**src/rtl/gcm_ghash_ds_if.sv**
```systemverilog
// Handshake and data bus for the digit-serial GHASH engine.
// The host drives init/next/data; the engine returns Y, ready and the block count.
interface gcm_ghash_ds_if #(parameter int CNT_W = 32);
  logic             init;
  logic             next;
  logic [127:0]     h0;
  logic [127:0]     x;
  logic [4:0]       x_bytes;
  logic [127:0]     y;
  logic             ready;
  logic [CNT_W-1:0] blk_cnt;

  modport master (output init, next, h0, x, x_bytes, input  y, ready, blk_cnt);
  modport slave  (input  init, next, h0, x, x_bytes, output y, ready, blk_cnt);
endinterface

```
**src/rtl/gcm_ghash_ds.sv**
```systemverilog
// Digit-serial GHASH: Y <= (Y ^ X) * H in GF(2^128), bit-reflected GCM convention,
// DIGIT_BITS multiplier bits per cycle, 128/DIGIT_BITS cycles per block.
module gcm_ghash_ds #(
  parameter int DIGIT_BITS = 8,
  parameter int CNT_W      = 32
) (
  input  logic            clk,
  input  logic            reset_n,
  gcm_ghash_ds_if.slave   bus
);
  localparam int NDIG = 128 / DIGIT_BITS;
  localparam int DCW  = $clog2(NDIG + 1);
  localparam logic [127:0] R = {8'hE1, 120'd0};

  typedef enum logic {IDLE, MULT} state_e;

  state_e           state_q, state_d;
  logic [127:0]     h_q, h_d, m_q, m_d, z_q, z_d, v_q, v_d, y_q, y_d;
  logic [DCW-1:0]   dcnt_q, dcnt_d;
  logic [CNT_W-1:0] cnt_q, cnt_d;
  logic [127:0]     x_mask, z_step, v_step;
  logic [4:0]       nbytes;

  // Out-of-range byte counts mean a full block.
  always_comb begin
    x_mask = '0;
    nbytes = (bus.x_bytes == 5'd0 || bus.x_bytes > 5'd16) ? 5'd16 : bus.x_bytes;
    for (int b = 0; b < 16; b++)
      x_mask[127-8*b -: 8] = (b < int'(nbytes)) ? bus.x[127-8*b -: 8] : 8'h00;
  end

  // DIGIT_BITS shift-and-add steps, multiplier consumed MSB first from m_q.
  always_comb begin
    z_step = z_q;
    v_step = v_q;
    for (int i = 0; i < DIGIT_BITS; i++) begin
      if (m_q[127-i]) z_step = z_step ^ v_step;
      v_step = v_step[0] ? ((v_step >> 1) ^ R) : (v_step >> 1);
    end
  end

  always_comb begin
    state_d = state_q;
    h_d     = h_q;
    m_d     = m_q;
    z_d     = z_q;
    v_d     = v_q;
    y_d     = y_q;
    dcnt_d  = dcnt_q;
    cnt_d   = cnt_q;
    if (bus.init) begin
      // init overrides everything, including a concurrent next or a multiply in flight
      h_d     = bus.h0;
      y_d     = '0;
      cnt_d   = '0;
      dcnt_d  = '0;
      state_d = IDLE;
    end else begin
      case (state_q)
        IDLE: if (bus.next) begin
          m_d     = y_q ^ x_mask;
          z_d     = '0;
          v_d     = h_q;
          dcnt_d  = DCW'(NDIG);
          state_d = MULT;
        end
        MULT: begin
          z_d    = z_step;
          v_d    = v_step;
          m_d    = m_q << DIGIT_BITS;
          dcnt_d = dcnt_q - DCW'(1);
          if (dcnt_q == DCW'(1)) begin
            y_d     = z_step;
            cnt_d   = (cnt_q == '1) ? cnt_q : cnt_q + CNT_W'(1);
            state_d = IDLE;
          end
        end
        default: state_d = IDLE;
      endcase
    end
  end

  always_ff @(posedge clk or negedge reset_n) begin
    if (!reset_n) begin
      state_q <= IDLE;
      h_q     <= '0;
      m_q     <= '0;
      z_q     <= '0;
      v_q     <= '0;
      y_q     <= '0;
      dcnt_q  <= '0;
      cnt_q   <= '0;
    end else begin
      state_q <= state_d;
      h_q     <= h_d;
      m_q     <= m_d;
      z_q     <= z_d;
      v_q     <= v_d;
      y_q     <= y_d;
      dcnt_q  <= dcnt_d;
      cnt_q   <= cnt_d;
    end
  end

  assign bus.y       = y_q;
  assign bus.ready   = (state_q == IDLE);
  assign bus.blk_cnt = cnt_q;
endmodule

```
**src/flat_wrapper.sv**
```systemverilog
// flat-port wrapper written by rule: the top's interface ports become plain ports
module gcm_ghash_ds_flat 
#(
  parameter int DIGIT_BITS = 8,
  parameter int CNT_W      = 32
)
  (clk, reset_n, bus_init, bus_next, bus_h0, bus_x, bus_x_bytes, bus_y, bus_ready, bus_blk_cnt);
  gcm_ghash_ds_if #(.CNT_W(CNT_W)) bus_i ();
  input  logic clk;
  input  logic reset_n;
  input wire logic [$bits(bus_i.init)-1:0] bus_init;
  input wire logic [$bits(bus_i.next)-1:0] bus_next;
  input wire logic [$bits(bus_i.h0)-1:0] bus_h0;
  input wire logic [$bits(bus_i.x)-1:0] bus_x;
  input wire logic [$bits(bus_i.x_bytes)-1:0] bus_x_bytes;
  output wire logic [$bits(bus_i.y)-1:0] bus_y;
  output wire logic [$bits(bus_i.ready)-1:0] bus_ready;
  output wire logic [$bits(bus_i.blk_cnt)-1:0] bus_blk_cnt;
  assign bus_i.init = bus_init;
  assign bus_i.next = bus_next;
  assign bus_i.h0 = bus_h0;
  assign bus_i.x = bus_x;
  assign bus_i.x_bytes = bus_x_bytes;
  assign bus_y = bus_i.y;
  assign bus_ready = bus_i.ready;
  assign bus_blk_cnt = bus_i.blk_cnt;
  gcm_ghash_ds #(.DIGIT_BITS(DIGIT_BITS), .CNT_W(CNT_W)) u_core (.clk(clk), .reset_n(reset_n), .bus(bus_i));
endmodule
```
**config.mk**
```make
export PLATFORM = sky130hd
export DESIGN_NAME = gcm_ghash_ds_flat
export DESIGN_NICKNAME = d
export VERILOG_FILES = /design/src/rtl/gcm_ghash_ds_if.sv /design/src/rtl/gcm_ghash_ds.sv /design/src/flat_wrapper.sv
export SDC_FILE = /design/constraint.sdc
export NUM_CORES = 2
export LEC_CHECK = 0
export ABC_CLOCK_PERIOD_IN_PS = 5900
export BUFFER_PORTS_ARGS = -buffer_cell sky130_fd_sc_hd__clkbuf_2
export CAP_MARGIN = 20
export CORE_UTILIZATION = 60
export CTS_BUF_LIST = sky130_fd_sc_hd__clkbuf_4 sky130_fd_sc_hd__clkbuf_8 sky130_fd_sc_hd__clkbuf_16
export DETAILED_ROUTE_END_ITERATION = 8
export GPL_TIMING_DRIVEN = 0
export PLACE_DENSITY = 0.92
export REMOVE_ABC_BUFFERS = 1
export SYNTH_ARGS = -nofsm -noshare
export SYNTH_HDL_FRONTEND = slang
export SYNTH_SLANG_ARGS = --single-unit
```
**constraint.sdc**
```tcl
create_clock -name clk -period 5.9 [get_ports clk]
set_clock_uncertainty 0.1 [all_clocks]
set_input_delay 0.59 -clock clk [delete_from_list [all_inputs] [get_ports clk]]
set_output_delay 0.59 -clock clk [all_outputs]
set_load 0.02 [all_outputs]
```
== Yosys cells after proc, flatten, opt, wreduce, memory -nomap -nowiden ==
Cells that the tools add are included.
Cells by class
  mux-type cells: 53
  reduce and logical (&&, ||, !) cells: 7
  magnitude comparators: 17
  equal/unequal tests: 5
  add/sub/neg operators: 2
  bitwise logic cells: 19
Operators by type and width (number)
  $mux 128: 22
  $xor 128x128->128: 9
  $pmux 128 s2: 3
  $mux 32: 4
  $mux 8: 16
  $lt 4x5->1 const A: 8
  $add 32x1->32 const B: 1
  $eq 32x32->1 const B: 1
  $not 3->4: 8
  $lt 3x5->1 const A: 4
  $mux 5: 3
  $lt 1x5->1 const A: 2
  $lt 2x5->1 const A: 2
  $pmux 5 s2: 1
  $eq 5x1->1 const B: 1
  $gt 5x5->1 const B: 1
  $logic_not 5->1: 1
  $sub 5x1->5 const B: 1
  $ne 2x2->1 const B: 2
  $reduce_and 2->1: 2
  $reduce_bool 2->1: 2
  $mux 1: 3
  $ne 3x3->1 const B: 1
  $reduce_and 3->1: 1
  3 further kinds: 4
Storage, ports and cells
  bits of input ports: 265
  flip-flop bits (word level): 678
  logic and storage cells: 111
  output and inout bits: 161

== Depth between registers and ports, before layout ==
  word-level depth: 19
  depth in mapped cells: 11
  gate-level depth less buffers: 9

== Worst setup path before layout ==
Ideal clock, no wire load.
  kind: input -> register
  start: input bus_x_bytes[1]
  end: register u_core.m_q[78]
  required time: 5.675 ns
  arrival: 2.584 ns
  setup time: 0.125 ns
  path slack: 3.091 ns
  cell stages on the path: 11
  cells stage by stage: clkbuf_1 nor2_1 nand2_1 ha_1 clkbuf_1 nand2b_1 o211ai_1 nand2_1 xor2_1 o21ai_0 mux2_2
On the way
  word-level cells in the longest chain between the ends: 8
  elaborated cells on any way between the ends: 9
  classes of those cells: order compare (2); mux (4); bitwise (1); reduce/logical (2)
RTL lines
  start, declared: RTL line flat_wrapper.sv:15  | input wire logic [$bits(bus_i.x_bytes)-1:0] bus_x_bytes;
  $gt 5x5->1 or $logic_not 5->1 (tied branches): RTL line gcm_ghash_ds.sv:27  | nbytes = (bus.x_bytes == 5'd0 || bus.x_bytes > 5'd16) ? 5'd16 : bus.x_bytes;
  $logic_or 1x1->1: RTL line gcm_ghash_ds.sv:27
  $mux 5 *: RTL line gcm_ghash_ds.sv:27
  $lt 3x5->1 *: RTL line gcm_ghash_ds.sv:29  | x_mask[127-8*b -: 8] = (b < int'(nbytes)) ? bus.x[127-8*b -: 8] : 8'h00;
  $mux 8 *: RTL line gcm_ghash_ds.sv:29
  $xor 128x128->128 *: RTL line gcm_ghash_ds.sv:61  | m_d = y_q ^ x_mask;
  $mux 128 *: RTL line gcm_ghash_ds.sv:60  | IDLE: if (bus.next) begin
  $pmux 128 s2 *: RTL line gcm_ghash_ds.sv:59  | case (state_q)
  end signal, assigned: RTL line gcm_ghash_ds.sv:96  | m_q <= m_d;
  end, declared: RTL line gcm_ghash_ds.sv:18  | logic [127:0] h_q, h_d, m_q, m_d, z_q, z_d, v_q, v_d, y_q, y_d;
Mark *: on every way between the ends. The rest lies on a longest branch, timed or not. The select of a mux whose other input is x is not followed.
A chain may end at the register's enable or synchronous reset.

== Worst setup path in the final report ==
  start: input bus_init
  end: register u_core.m_q[38]
On the way
  word-level cells in the longest chain between the ends: 2
RTL lines
  start, declared: RTL line flat_wrapper.sv:11  | input wire logic [$bits(bus_i.init)-1:0] bus_init;
  $not 1->1 (no source line)
  $reduce_and 2->1 (no source line)
No other way between the ends.

==> results_dict.tcl <==
set metrics [dict create \
    clock_tree.buffer_depth 3 \
    start_util 0.607 \
    p_per_area_nw_per_um2 412 \
    worst_path_largest_cell_delay_ns 0.65 \
    path_cells "clkbuf_8 -> buf_16 -> inv_4 -> buf_16 -> o21ai_4 -> buf_12 -> buf_12 -> buf_12 -> buf_12 -> mux2_2" \
    cellLeakagePower_uw 0.0247 \
    hold_violations 0 \
    start_kind "primary input" \
    place.gp.congestion 0.867 \
    dpl-instance-area_um2 48000 \
    cp_max_fo 110 \
    min_period_ns 4.08 \
    gr-usage-met2 0.554 \
    timing.final.crit_share 0.692 \
    synth_cells 4968 \
    outcome "finished, final reports clean" \
    drv_cap 0 \
    fmax_mhz 245 \
    die_w_um 276 \
    dp_cells 5968 \
    io_buffers 425 \
    totalWireLength_mm 138 \
    synth_seq_cells 678 \
    cts_tree "built" \
    busiest_layer "met2" \
    seqPwrFrac 0.339 \
    tightestPinTransition_ns 1.29 \
    utilization 0.682 \
    ys_seq_area_frac 0.376 \
    final_cells 6115 \
    drc 0 \
    grt_max_degree 116 \
    layout_common_cells "1427 x nand2_1, 821 x xnor2_1, 669 x dfrtp_1" \
    p_int_uw 13300 \
    drtIter0Drc 5513 \
    power_uw 20900 \
    tns_ns 0 \
    row_count 100 \
    crit_type "in2reg" \
    ys.warnings.count 0 \
    r2r_cells 8 \
    via_per_inst 6.33 \
    setup_viol 0 \
    wl_per_cell_um 22.5 \
    syn_area_per_cell_um2 9.09 \
    io_pins 426 \
    finalInstanceArea_um2 50700 \
    cts_buffers 78 \
    cts_sinks 678 \
    cp_slowest_cell "clkbuf_8" \
    maxSlewViolCount 0 \
    netlist_area_um2 45200 \
    vias 38707 \
    insertion_delay_ns 0.64 \
    grt_pass1_wl_mm 216 \
    synthFlopType "dfrtp_1" \
    syn_to_final_growth_pct 12.3 \
    core_area_um2 74400 \
    fp.dieH_um 276 \
    final_nets 5351 \
    hold_path.class "in2reg" \
    grt_overflow 0 \
    crit_required_ns 6.30 \
    cts_resized 0 \
    ys_types 66 \
    dp_hpwl_mm 86.1 \
    drive_gt1_frac 0.162 \
    pwr-share-comb 0.412 \
    switching_share 0.363 \
    synth_edf_count 0 \
    postRouteAntennaNets 0 \
    p_clk_frac 0.250 \
    irDropWorstVdd_uv 248 \
    end_kind "flop" \
    path_clk_slew_ns 0.06 \
    grt_pass1_vias 38434 \
    layout_commonest_cell "nand2_1" \
    cts_root_buffer "clkbuf_16" \
    grt.met3_usage 0.0868 \
    met1_usage 0.455 \
    drtPass1Iterations 9 \
    cts_max_level 3 \
    grtUsageTotal 0.357 \
    ys_async_sr_fraction 1.00 \
    power.switching_uw 7580 \
    rsz0062_at_grt "false" \
    dieArea_um2 76400 \
    cp.arrival_ns 4.49 \
    antenna_found_initial 10 \
    slew_headroom 0.130 \
    holdPathStages 2 \
    cp_common_cell "buf_12" \
]
[critical path, delay by kind of cell]
kind,cells,cell delay (ns)
AO/OA/AOI/OAI,1,0.34
multiplexers,1,0.35
buffers and inverters,8,2.81
[cell usage after synthesis, drive strengths merged (5+ instances only)]
cell	count	area [um2]
a21o	113	848
a21oi	42	214
a22o	118	1030
and3	133	832
buf	241	1050
clkbuf	204	771
dfrtp	678	17000
inv	15	56.3
mux2	184	2070
mux2i	179	1790
nand2	1428	5360
nand2b	9	56.3
nand3	16	80.1
nand4	7	50.1
nor2	146	548
nor2b	9	56.3
nor3	9	56.3
o211ai	12	95.1
o21ai	283	1420
o31ai	18	140
or3	10	62.6
xnor2	821	7190
xnor3	126	2840
xor2	113	1010
xor3	5	121
[final timing paths]
path                            startpoint                endpoint  slack (ns)
max                               bus_init          u_core.m_q[38]        1.82
min                             bus_h0[90]          u_core.h_q[90]        0.09
max reg2reg                 u_core.state_q  u_core.bus.blk_cnt[31]        1.88
min reg2reg                u_core.m_q[117]         u_core.m_q[117]        0.38
max in group asynchronous          reset_n          u_core.h_q[70]        3.73
min in group asynchronous          reset_n        u_core.dcnt_q[3]        0.52
[sequential cells by signal, summed over array words and instances, names as in the netlist]
register	flops
u_core.z_q	128
u_core.dcnt_q	5
u_core.h_q	128
u_core.bus.blk_cnt	32
u_core.state_q	1
u_core.m_q	128
u_core.v_q	128
u_core.bus.y	128
[layer usage]
layer	routed length, um	vias up
met3	16400	692
met4	9050	8
met2	63100	2955
li1	-	16379
met1	49100	18673
met5	42	-
[kinds of logic after synthesis]
logic type	share of synthesized area
flip-flops	0.376
AO/OA/AOI/OAI	0.0872
AND/OR/NAND/NOR	0.162
XOR/XNOR	0.247
buffers and inverters	0.0416
multiplexers	0.0855
adder cells (fa/ha/maj)	0.00111
[power groups by stage]
| stage | clock, uW | sequential, uW | combinational [uW] |
|---|---|---|---|
| after floorplan | 0 | 6660 | 6800 |
| after global placement | 0 | 7350 | 7950 |
| after detailed placement | 0 | 7020 | 8390 |
| after CTS | 5230 | 6950 | 8530 |
| after global routing | 5410 | 7110 | 9240 |
| final | 5210 | 7070 | 8600 |
[cell type report]
type / instances / area (um2)
Timing Repair Buffer: 479 / 3360
Clock buffer: 113 / 2380
Sequential cell: 678 / 17000
Inverter: 15 / 63.8
Clock inverter: 27 / 364
Antenna cell: 4 / 10.0
Multi-Input combinational cell: 3830 / 26300
Tap cell: 969 / 1210
Fill cell: 4927 / 23700
[timing repair]
item	in CTS	in global routing
hold endpoints to repair	100	0
setup endpoints to repair	0	0
setup buffers	0	0
hold buffers	1	0
[per-stage QoR]
step	hold WS [ns]	setup WS [ns]
floorplan	0.194	-31.01
global placement	0.360	-68.84
detailed placement	0.370	1.42
CTS	0.0656	1.93
global route	0.0731	1.76
finish	0.0863	1.82
(Power assumes the default switching activity.)
